[src/rtl/ysyx_25060170_exu_seq.sv]
// Execute stage with valid/ready handshakes on both sides.
// ALU ops, branch compares and jump targets finish in one cycle.
// When YSYX_25060170_EXU_MDU_EN is defined, MUL/DIV/REM run on an iterative
// shift-add / restoring-divide datapath for XLEN cycles. Without the macro,
// those ops finish in one cycle with result 0.
module ysyx_25060170_exu_seq #(
    parameter int XLEN = 32,
    parameter int SHW  = $clog2(XLEN)
) (
    input  logic            i_clk,
    input  logic            i_rst_n,
    input  logic            i_in_valid,
    output logic            o_in_ready,
    input  logic [3:0]      i_alu_op,
    input  logic [XLEN-1:0] i_op1,
    input  logic [XLEN-1:0] i_op2,
    input  logic [XLEN-1:0] i_rs1_val,
    input  logic [XLEN-1:0] i_rs2_val,
    input  logic [2:0]      i_br_op,
    input  logic [1:0]      i_jmp_op,
    input  logic [XLEN-1:0] i_imm,
    input  logic            i_kill,
    output logic            o_out_valid,
    input  logic            i_out_ready,
    output logic [XLEN-1:0] o_result,
    output logic            o_br_taken,
    output logic [XLEN-1:0] o_jump_addr,
    output logic            o_busy
);

    localparam logic [3:0] OP_ADD  = 4'd0,  OP_SUB  = 4'd1,  OP_MUL  = 4'd2,  OP_DIV  = 4'd3;
    localparam logic [3:0] OP_AND  = 4'd4,  OP_OR   = 4'd5,  OP_XOR  = 4'd6,  OP_PASS = 4'd7;
    localparam logic [3:0] OP_SLL  = 4'd8,  OP_SRL  = 4'd9,  OP_REM  = 4'd10, OP_SRA  = 4'd11;
    localparam logic [3:0] OP_DIVU = 4'd12, OP_REMU = 4'd13, OP_SLT  = 4'd14, OP_SLTU = 4'd15;

`ifdef YSYX_25060170_EXU_MDU_EN
    typedef enum logic [1:0] {S_IDLE, S_BUSY, S_DONE} state_t;
`else
    typedef enum logic [1:0] {S_IDLE, S_DONE} state_t;
`endif

    state_t          r_state;
    logic            r_in_ready;
    logic            r_out_valid;
    logic            r_busy;
    logic            r_br_taken;
    logic [XLEN-1:0] r_result;
    logic [XLEN-1:0] r_jump_addr;

    logic [SHW-1:0]         w_sh;
    logic signed [XLEN-1:0] w_sop1, w_sop2, w_srs1, w_srs2;
    logic [XLEN-1:0]        w_alu;
    logic                   w_br;
    logic [XLEN-1:0]        w_jsum;
    logic [XLEN-1:0]        w_jaddr;

    assign w_sh   = i_op2[SHW-1:0];
    assign w_sop1 = i_op1;
    assign w_sop2 = i_op2;
    assign w_srs1 = i_rs1_val;
    assign w_srs2 = i_rs2_val;
    assign w_jsum = i_imm + i_op1;

    // Single-cycle ALU; MDU opcodes fall to the default and yield 0
    always_comb begin
        w_alu = '0;
        case (i_alu_op)
            OP_ADD:  w_alu = i_op1 + i_op2;
            OP_SUB:  w_alu = i_op1 - i_op2;
            OP_AND:  w_alu = i_op1 & i_op2;
            OP_OR:   w_alu = i_op1 | i_op2;
            OP_XOR:  w_alu = i_op1 ^ i_op2;
            OP_PASS: w_alu = i_op1;
            OP_SLL:  w_alu = i_op1 << w_sh;
            OP_SRL:  w_alu = i_op1 >> w_sh;
            OP_SRA:  w_alu = w_sop1 >>> w_sh;
            OP_SLT:  w_alu = {{(XLEN-1){1'b0}}, w_sop1 < w_sop2};
            OP_SLTU: w_alu = {{(XLEN-1){1'b0}}, i_op1 < i_op2};
            default: w_alu = '0;
        endcase
    end

    // Branch condition on rs1/rs2; codes 0 and 7 never take
    always_comb begin
        w_br = 1'b0;
        case (i_br_op)
            3'd1:    w_br = (i_rs1_val == i_rs2_val);
            3'd2:    w_br = (i_rs1_val != i_rs2_val);
            3'd3:    w_br = (w_srs1 < w_srs2);
            3'd4:    w_br = !(w_srs1 < w_srs2);
            3'd5:    w_br = (i_rs1_val < i_rs2_val);
            3'd6:    w_br = !(i_rs1_val < i_rs2_val);
            default: w_br = 1'b0;
        endcase
    end

    // Jump target; JALR clears bit 0, no-jump codes give 0
    always_comb begin
        w_jaddr = '0;
        case (i_jmp_op)
            2'd1:    w_jaddr = w_jsum;
            2'd2:    w_jaddr = {w_jsum[XLEN-1:1], 1'b0};
            default: w_jaddr = '0;
        endcase
    end

`ifdef YSYX_25060170_EXU_MDU_EN
    logic            w_is_mdu;
    logic            w_sgn;
    logic [XLEN-1:0] w_abs1, w_abs2;
    logic [3:0]      r_mop;
    logic [XLEN-1:0] r_a;      // multiplier / dividend-then-quotient
    logic [XLEN-1:0] r_b;      // multiplicand / divisor magnitude
    logic [XLEN-1:0] r_acc;    // product accumulator / partial remainder
    logic [XLEN-1:0] r_op1;    // original dividend for REM by zero
    logic            r_neg_q, r_neg_r, r_div0;
    logic [SHW-1:0]  r_cnt;
    logic [XLEN:0]   w_rem_sh, w_diff;
    logic [XLEN-1:0] w_nxt_a, w_nxt_b, w_nxt_acc, w_mdu_res;

    assign w_is_mdu = (i_alu_op == OP_MUL) || (i_alu_op == OP_DIV) || (i_alu_op == OP_REM) ||
                      (i_alu_op == OP_DIVU) || (i_alu_op == OP_REMU);
    assign w_sgn    = (i_alu_op == OP_DIV) || (i_alu_op == OP_REM);
    assign w_abs1   = (w_sgn && i_op1[XLEN-1]) ? -i_op1 : i_op1;
    assign w_abs2   = (w_sgn && i_op2[XLEN-1]) ? -i_op2 : i_op2;

    // One shift-add or restoring-divide step per BUSY cycle
    always_comb begin
        w_rem_sh  = {r_acc, r_a[XLEN-1]};
        w_diff    = w_rem_sh - {1'b0, r_b};
        w_nxt_a   = r_a;
        w_nxt_b   = r_b;
        w_nxt_acc = r_acc;
        if (r_mop == OP_MUL) begin
            w_nxt_acc = r_acc + (r_a[0] ? r_b : '0);
            w_nxt_a   = r_a >> 1;
            w_nxt_b   = r_b << 1;
        end else if (!w_diff[XLEN]) begin
            w_nxt_acc = w_diff[XLEN-1:0];
            w_nxt_a   = {r_a[XLEN-2:0], 1'b1};
        end else begin
            w_nxt_acc = w_rem_sh[XLEN-1:0];
            w_nxt_a   = {r_a[XLEN-2:0], 1'b0};
        end
    end

    // Sign fix-up and divide-by-zero overrides on the final step.
    // Most-negative / -1 needs no special case: the magnitude quotient is
    // already the most-negative pattern and the remainder is 0.
    always_comb begin
        w_mdu_res = '0;
        case (r_mop)
            OP_MUL:          w_mdu_res = w_nxt_acc;
            OP_DIV, OP_DIVU: w_mdu_res = r_div0 ? '1 : (r_neg_q ? -w_nxt_a : w_nxt_a);
            default:         w_mdu_res = r_div0 ? r_op1 : (r_neg_r ? -w_nxt_acc : w_nxt_acc);
        endcase
    end
`endif

    // Control FSM with registered handshake/status outputs and datapath regs
    always_ff @(posedge i_clk) begin
        if (!i_rst_n) begin
            r_state     <= S_IDLE;
            r_in_ready  <= 1'b1;
            r_out_valid <= 1'b0;
            r_busy      <= 1'b0;
            r_br_taken  <= 1'b0;
            r_result    <= '0;
            r_jump_addr <= '0;
`ifdef YSYX_25060170_EXU_MDU_EN
            r_cnt   <= '0;
            r_mop   <= '0;
            r_a     <= '0;
            r_b     <= '0;
            r_acc   <= '0;
            r_op1   <= '0;
            r_neg_q <= 1'b0;
            r_neg_r <= 1'b0;
            r_div0  <= 1'b0;
`endif
        end else if (i_kill) begin
            r_state     <= S_IDLE;
            r_in_ready  <= 1'b1;
            r_out_valid <= 1'b0;
            r_busy      <= 1'b0;
        end else begin
            case (r_state)
                S_IDLE: begin
                    if (i_in_valid) begin
                        r_in_ready  <= 1'b0;
                        r_br_taken  <= w_br;
                        r_jump_addr <= w_jaddr;
`ifdef YSYX_25060170_EXU_MDU_EN
                        if (w_is_mdu) begin
                            r_state <= S_BUSY;
                            r_busy  <= 1'b1;
                            r_cnt   <= SHW'(XLEN-1);
                            r_mop   <= i_alu_op;
                            r_op1   <= i_op1;
                            r_acc   <= '0;
                            r_a     <= (i_alu_op == OP_MUL) ? i_op2 : w_abs1;
                            r_b     <= (i_alu_op == OP_MUL) ? i_op1 : w_abs2;
                            r_neg_q <= w_sgn && (i_op1[XLEN-1] ^ i_op2[XLEN-1]);
                            r_neg_r <= w_sgn && i_op1[XLEN-1];
                            r_div0  <= (i_op2 == '0);
                        end else begin
`endif
                            r_state     <= S_DONE;
                            r_out_valid <= 1'b1;
                            r_result    <= w_alu;
`ifdef YSYX_25060170_EXU_MDU_EN
                        end
`endif
                    end
                end
`ifdef YSYX_25060170_EXU_MDU_EN
                S_BUSY: begin
                    r_a   <= w_nxt_a;
                    r_b   <= w_nxt_b;
                    r_acc <= w_nxt_acc;
                    if (r_cnt == '0) begin
                        r_state     <= S_DONE;
                        r_busy      <= 1'b0;
                        r_out_valid <= 1'b1;
                        r_result    <= w_mdu_res;
                    end else begin
                        r_cnt <= r_cnt - SHW'(1);
                    end
                end
`endif
                S_DONE: begin
                    if (i_out_ready) begin
                        r_state     <= S_IDLE;
                        r_out_valid <= 1'b0;
                        r_in_ready  <= 1'b1;
                    end
                end
                default: begin
                    r_state     <= S_IDLE;
                    r_in_ready  <= 1'b1;
                    r_out_valid <= 1'b0;
                    r_busy      <= 1'b0;
                end
            endcase
        end
    end

    assign o_in_ready  = r_in_ready;
    assign o_out_valid = r_out_valid;
    assign o_busy      = r_busy;
    assign o_result    = r_result;
    assign o_br_taken  = r_br_taken;
    assign o_jump_addr = r_jump_addr;

endmodule
[config.mk]
export PLATFORM = sky130hd
export DESIGN_NAME = ysyx_25060170_exu_seq
export DESIGN_NICKNAME = d
export VERILOG_FILES = /design/src/rtl/ysyx_25060170_exu_seq.sv
export SDC_FILE = /design/constraint.sdc
export NUM_CORES = 1
export LEC_CHECK = 0
export CAP_MARGIN = 20
export CORE_MARGIN = 3
export CORE_UTILIZATION = 30
export DETAILED_ROUTE_END_ITERATION = 10
export DONT_BUFFER_PORTS = 1
export PLACE_DENSITY = 0.45
export RECOVER_POWER = 50
export SYNTH_ARGS = -nofsm -noshare
export SYNTH_HDL_FRONTEND = slang
export SYNTH_SLANG_ARGS = --single-unit
[constraint.sdc]
create_clock -name i_clk -period 7.1 [get_ports i_clk]
set_input_delay 2.13 -clock i_clk [delete_from_list [all_inputs] [get_ports i_clk]]
set_output_delay 2.13 -clock i_clk [all_outputs]
set_load 0.01 [all_outputs]
==> results.toml <==
[yosys]
avgSynthCellArea_sq_um = 7.39
synthCells = 1837
synth-seq-cells = 67
yosys.area_share.simple = 0.178
synth_top_area_cell = "ha_1"
synth.cell_area_sq_um = 13600
synthAdderAreaFrac = 0.156
synth-xor-area-share = 0.0252
yosys_warnings = 0
synth_area_leaders = "ha_1, mux4_2, dfxtp_1, a21oi_1, nor2_1"
seq_area_frac_synth = 0.0989
synth.most_common_cell = "nor2_1"
synthMuxAreaShare = 0.152
synth_top_flop_cell = "dfxtp_1"
synth_edf_count = 0
synth_top_family_by_area = "compound AO/OA/AOI/OAI gates"
synth_top_area_frac = 0.151
synthesis.nets = 2178
synth_compound_area_frac = 0.314
yosysUniqueCellTypes = 82
async_flop_share = 0
synth_common_cells = "nor2_1, ha_1, a21oi_1"

[worst_setup_path]
crit_type = "input port to flop"
worstSetupStartpointType = "input port"
crit_buf_inv = 1
crit_family = "compound AO/OA/AOI/OAI gates"
timing.rr.end = "o_result[26]"
reg2reg_depth = 7
slowest_stage = "a2111oi_0"
cp.required_ps = 7360
critical_path.max_fanout = 7
worst-r2r-setup-slack_ps = 3680
arrival_ps = 5620
cp_common_cell = "a21oi_1"
path_cells = "inv_1 -> ha_1 -> fa_1 -> o21ba_1 -> or4_1 -> a311o_1 -> a211oi_2 -> o31ai_2 -> a21oi_1 -> a21bo_2 -> a21oi_1 -> a2111oi_0 -> a31oi_1"
end_kind = "flop"
critPathMaxStageDelay_ps = 460
timing.rr.start = "o_out_valid"

[routing]
drc = 0
routed-wl-met2_um = 28900
vias = 14500
post_drt_wl_per_cell_um = 27.6
met1_length_um = 27000
dr.pass1.iters = 5
dr.first_iter.drc_count = 1504
wl_met3_um = 6510
drt-total-wl_um = 64500
top_layer = "met4"
avgViaCountPerCell = 6.21
ant_nets = 0

[timing]
finalCritPeriodShare = 0.754
finalHoldViolations = 0
fin_crit_ps = 5360
worstMarginPinSlew_ps = 1220
setup_tns_ps = 0
max_freq_ghz = 0.187
layout_setup_ws_ps = 1740
max_slew_margin = 0.188
clock_skew_ps = 6.82
slew_viol_final = 0
setup_viol = 0
rsz0062_at_grt = "false"

[clocking]
post_cts_buffers = 0
hold_buffers = 0
cts_sinks = 67
htreeDepth = 3
clock_latency_ps = 390
clock_path_buffers = 2
clockRootBuffer = "clkbuf_16"
clk_pin_slew_ps = 70
post_cts_resized = 0
cts_tree = "done"
numCtsBuffers = 9

[power_and_ir_drop]
clkPwrFrac = 0.293
power.internal_mw = 1.06
power_density_nw_per_um2 = 130
leakagePower_nw = 5.86
switching_power_mw = 0.799
power.share.switching = 0.429
pwr-share-comb = 0.489
p_seq_frac = 0.218
ir_drop_mv = 0.115

[place]
gp_congestion = 0.971
dp_slack_ps = 1410
io_buffers = 0
place_hpwl_um = 49300

[floorplanning]
die_w_um = 219
die_y_um = 219
start_util = 0.305
die_area_sq_um = 47800
num_rows = 77
num_io_pins = 242
coreArea_sq_um = 44400

[global_route]
grt_pass1_wl_um = 93700
track_usage = 0.263
overflow = 0
antenna_found_initial = 2
grt_max_degree = 79
grt_pass1_vias = 13900

[cells_and_area]
finish.net_count = 2082
antenna_cells = 0
drive_above_1_share = 0.0722
final_util = 0.323
area_growth_syn_to_layout_pct = 5.63
nFillCells = 4807

[min_path]
hold_end = "o_jump_addr[21]"
hp-class = "flop to flop"
hp-start = "o_jump_addr[21]"
min_path_cells = 2

[run]
cap_viol_max_count = 0

[status]
status = "complete, no violations"
stage by stage:
stage | instances | instance area [sq um] | hold slack (ps) | total power [mW]
after floorplan | 1837 | 13600 | 474 | 1.09
after global placement | 2322 | 14000 | 501 | 1.30
after detailed placement | 2322 | 14000 | 507 | 1.30
after CTS | 2338 | 14300 | 516 | 1.86
after global routing | 2338 | 14300 | 537 | 1.96
final | 2338 | 14300 | 510 | 1.86
routing by layer:
metal / up-vias / GRT usage
met5: - / 0
met4: 0 / 0.0916
met3: 105 / 0.0717
met2: 692 / 0.414
met1: 7042 / 0.346
li1: 6685 / -
sequential cells by signal, summed over array words and instances, names as in the netlist:
signal and count:
o_br_taken 1, o_in_ready 1, o_jump_addr 32, o_out_valid 1, o_result 32
layout by cell type (no fill, tap or decap), types with 8 or more instances in the layout:
cell / instances
nor2_1: 189
ha_1: 164
a21oi_1: 162
inv_1: 141
o21ai_0: 134
nand2_1: 123
dfxtp_1: 67
mux4_2: 66
mux2i_1: 55
nor3_1: 46
a21o_1: 43
a22oi_1: 38
a211oi_1: 31
nand3_1: 30
a31oi_1: 30
xnor2_1: 29
o21bai_1: 20
buf_4: 20
nand4_1: 19
o22ai_1: 19
a221oi_1: 18
nand2b_1: 17
nor2b_1: 16
o21a_1: 14
a2111oi_0: 14
nor4_1: 14
o211ai_1: 14
or3_1: 12
o221ai_1: 12
o31ai_1: 12
o2111ai_1: 10
xor2_1: 10
o21ai_1: 9
and2_1: 9
or4_1: 9
clkbuf_16: 9
a211o_1: 8
area by class of cell:
| cell class | count | area, sq um | share of cell area |
|---|---|---|---|
| Sequential cell | 67 | 1340 | 0.0936 |
| Tap cell | 592 | 741 | 0.0517 |
| Clock inverter | 6 | 88.8 | 0.00620 |
| Inverter | 143 | 537 | 0.0375 |
| Timing Repair Buffer | 21 | 154 | 0.0107 |
| Multi-Input combinational cell | 1499 | 11200 | 0.784 |
| Clock buffer | 10 | 239 | 0.0167 |
logic make-up (layout without fill, tap and decap cells):
kind of cell               after synthesis  after routing
AOI/OAI and AO/OA                      650            650
and+or+nand+nor                        519            519
buffers and inverters                  271            180
adders and majority gates              167            167
muxes                                  123            123
DFF                                     67             67
xor gates and xnor gates                39             39
other                                    1              1
power by group through the flow:
stage               clock (mW)  combinational (mW)  sequential, mW
finish                   0.545               0.910           0.405
CTS                      0.566               0.892           0.406
floorplan                    0               0.684           0.408
global route             0.569               0.988           0.407
global placement             0               0.890           0.414
detailed placement           0               0.887           0.414
worst min-delay path: stages (launching register included):
cell	delay [ps]
dfxtp_1	340
nand2_1	60
o21ai_0	60
worst max path at each step:
stage / endpoint / depth (start not counted) / slack (ps) / from
after floorplan: o_result[0] / 16 / 830 / i_op2[3]
after global placement: o_result[0] / 13 / 1430 / i_op1[0]
after detailed placement: o_result[0] / 13 / 1410 / i_op1[0]
after CTS: o_result[0] / 13 / 1830 / i_op1[0]
after global routing: o_result[30] / 13 / 1600 / i_op1[0]
final: o_result[30] / 13 / 1740 / i_op1[0]
Power figures use the tool's default switching activity.
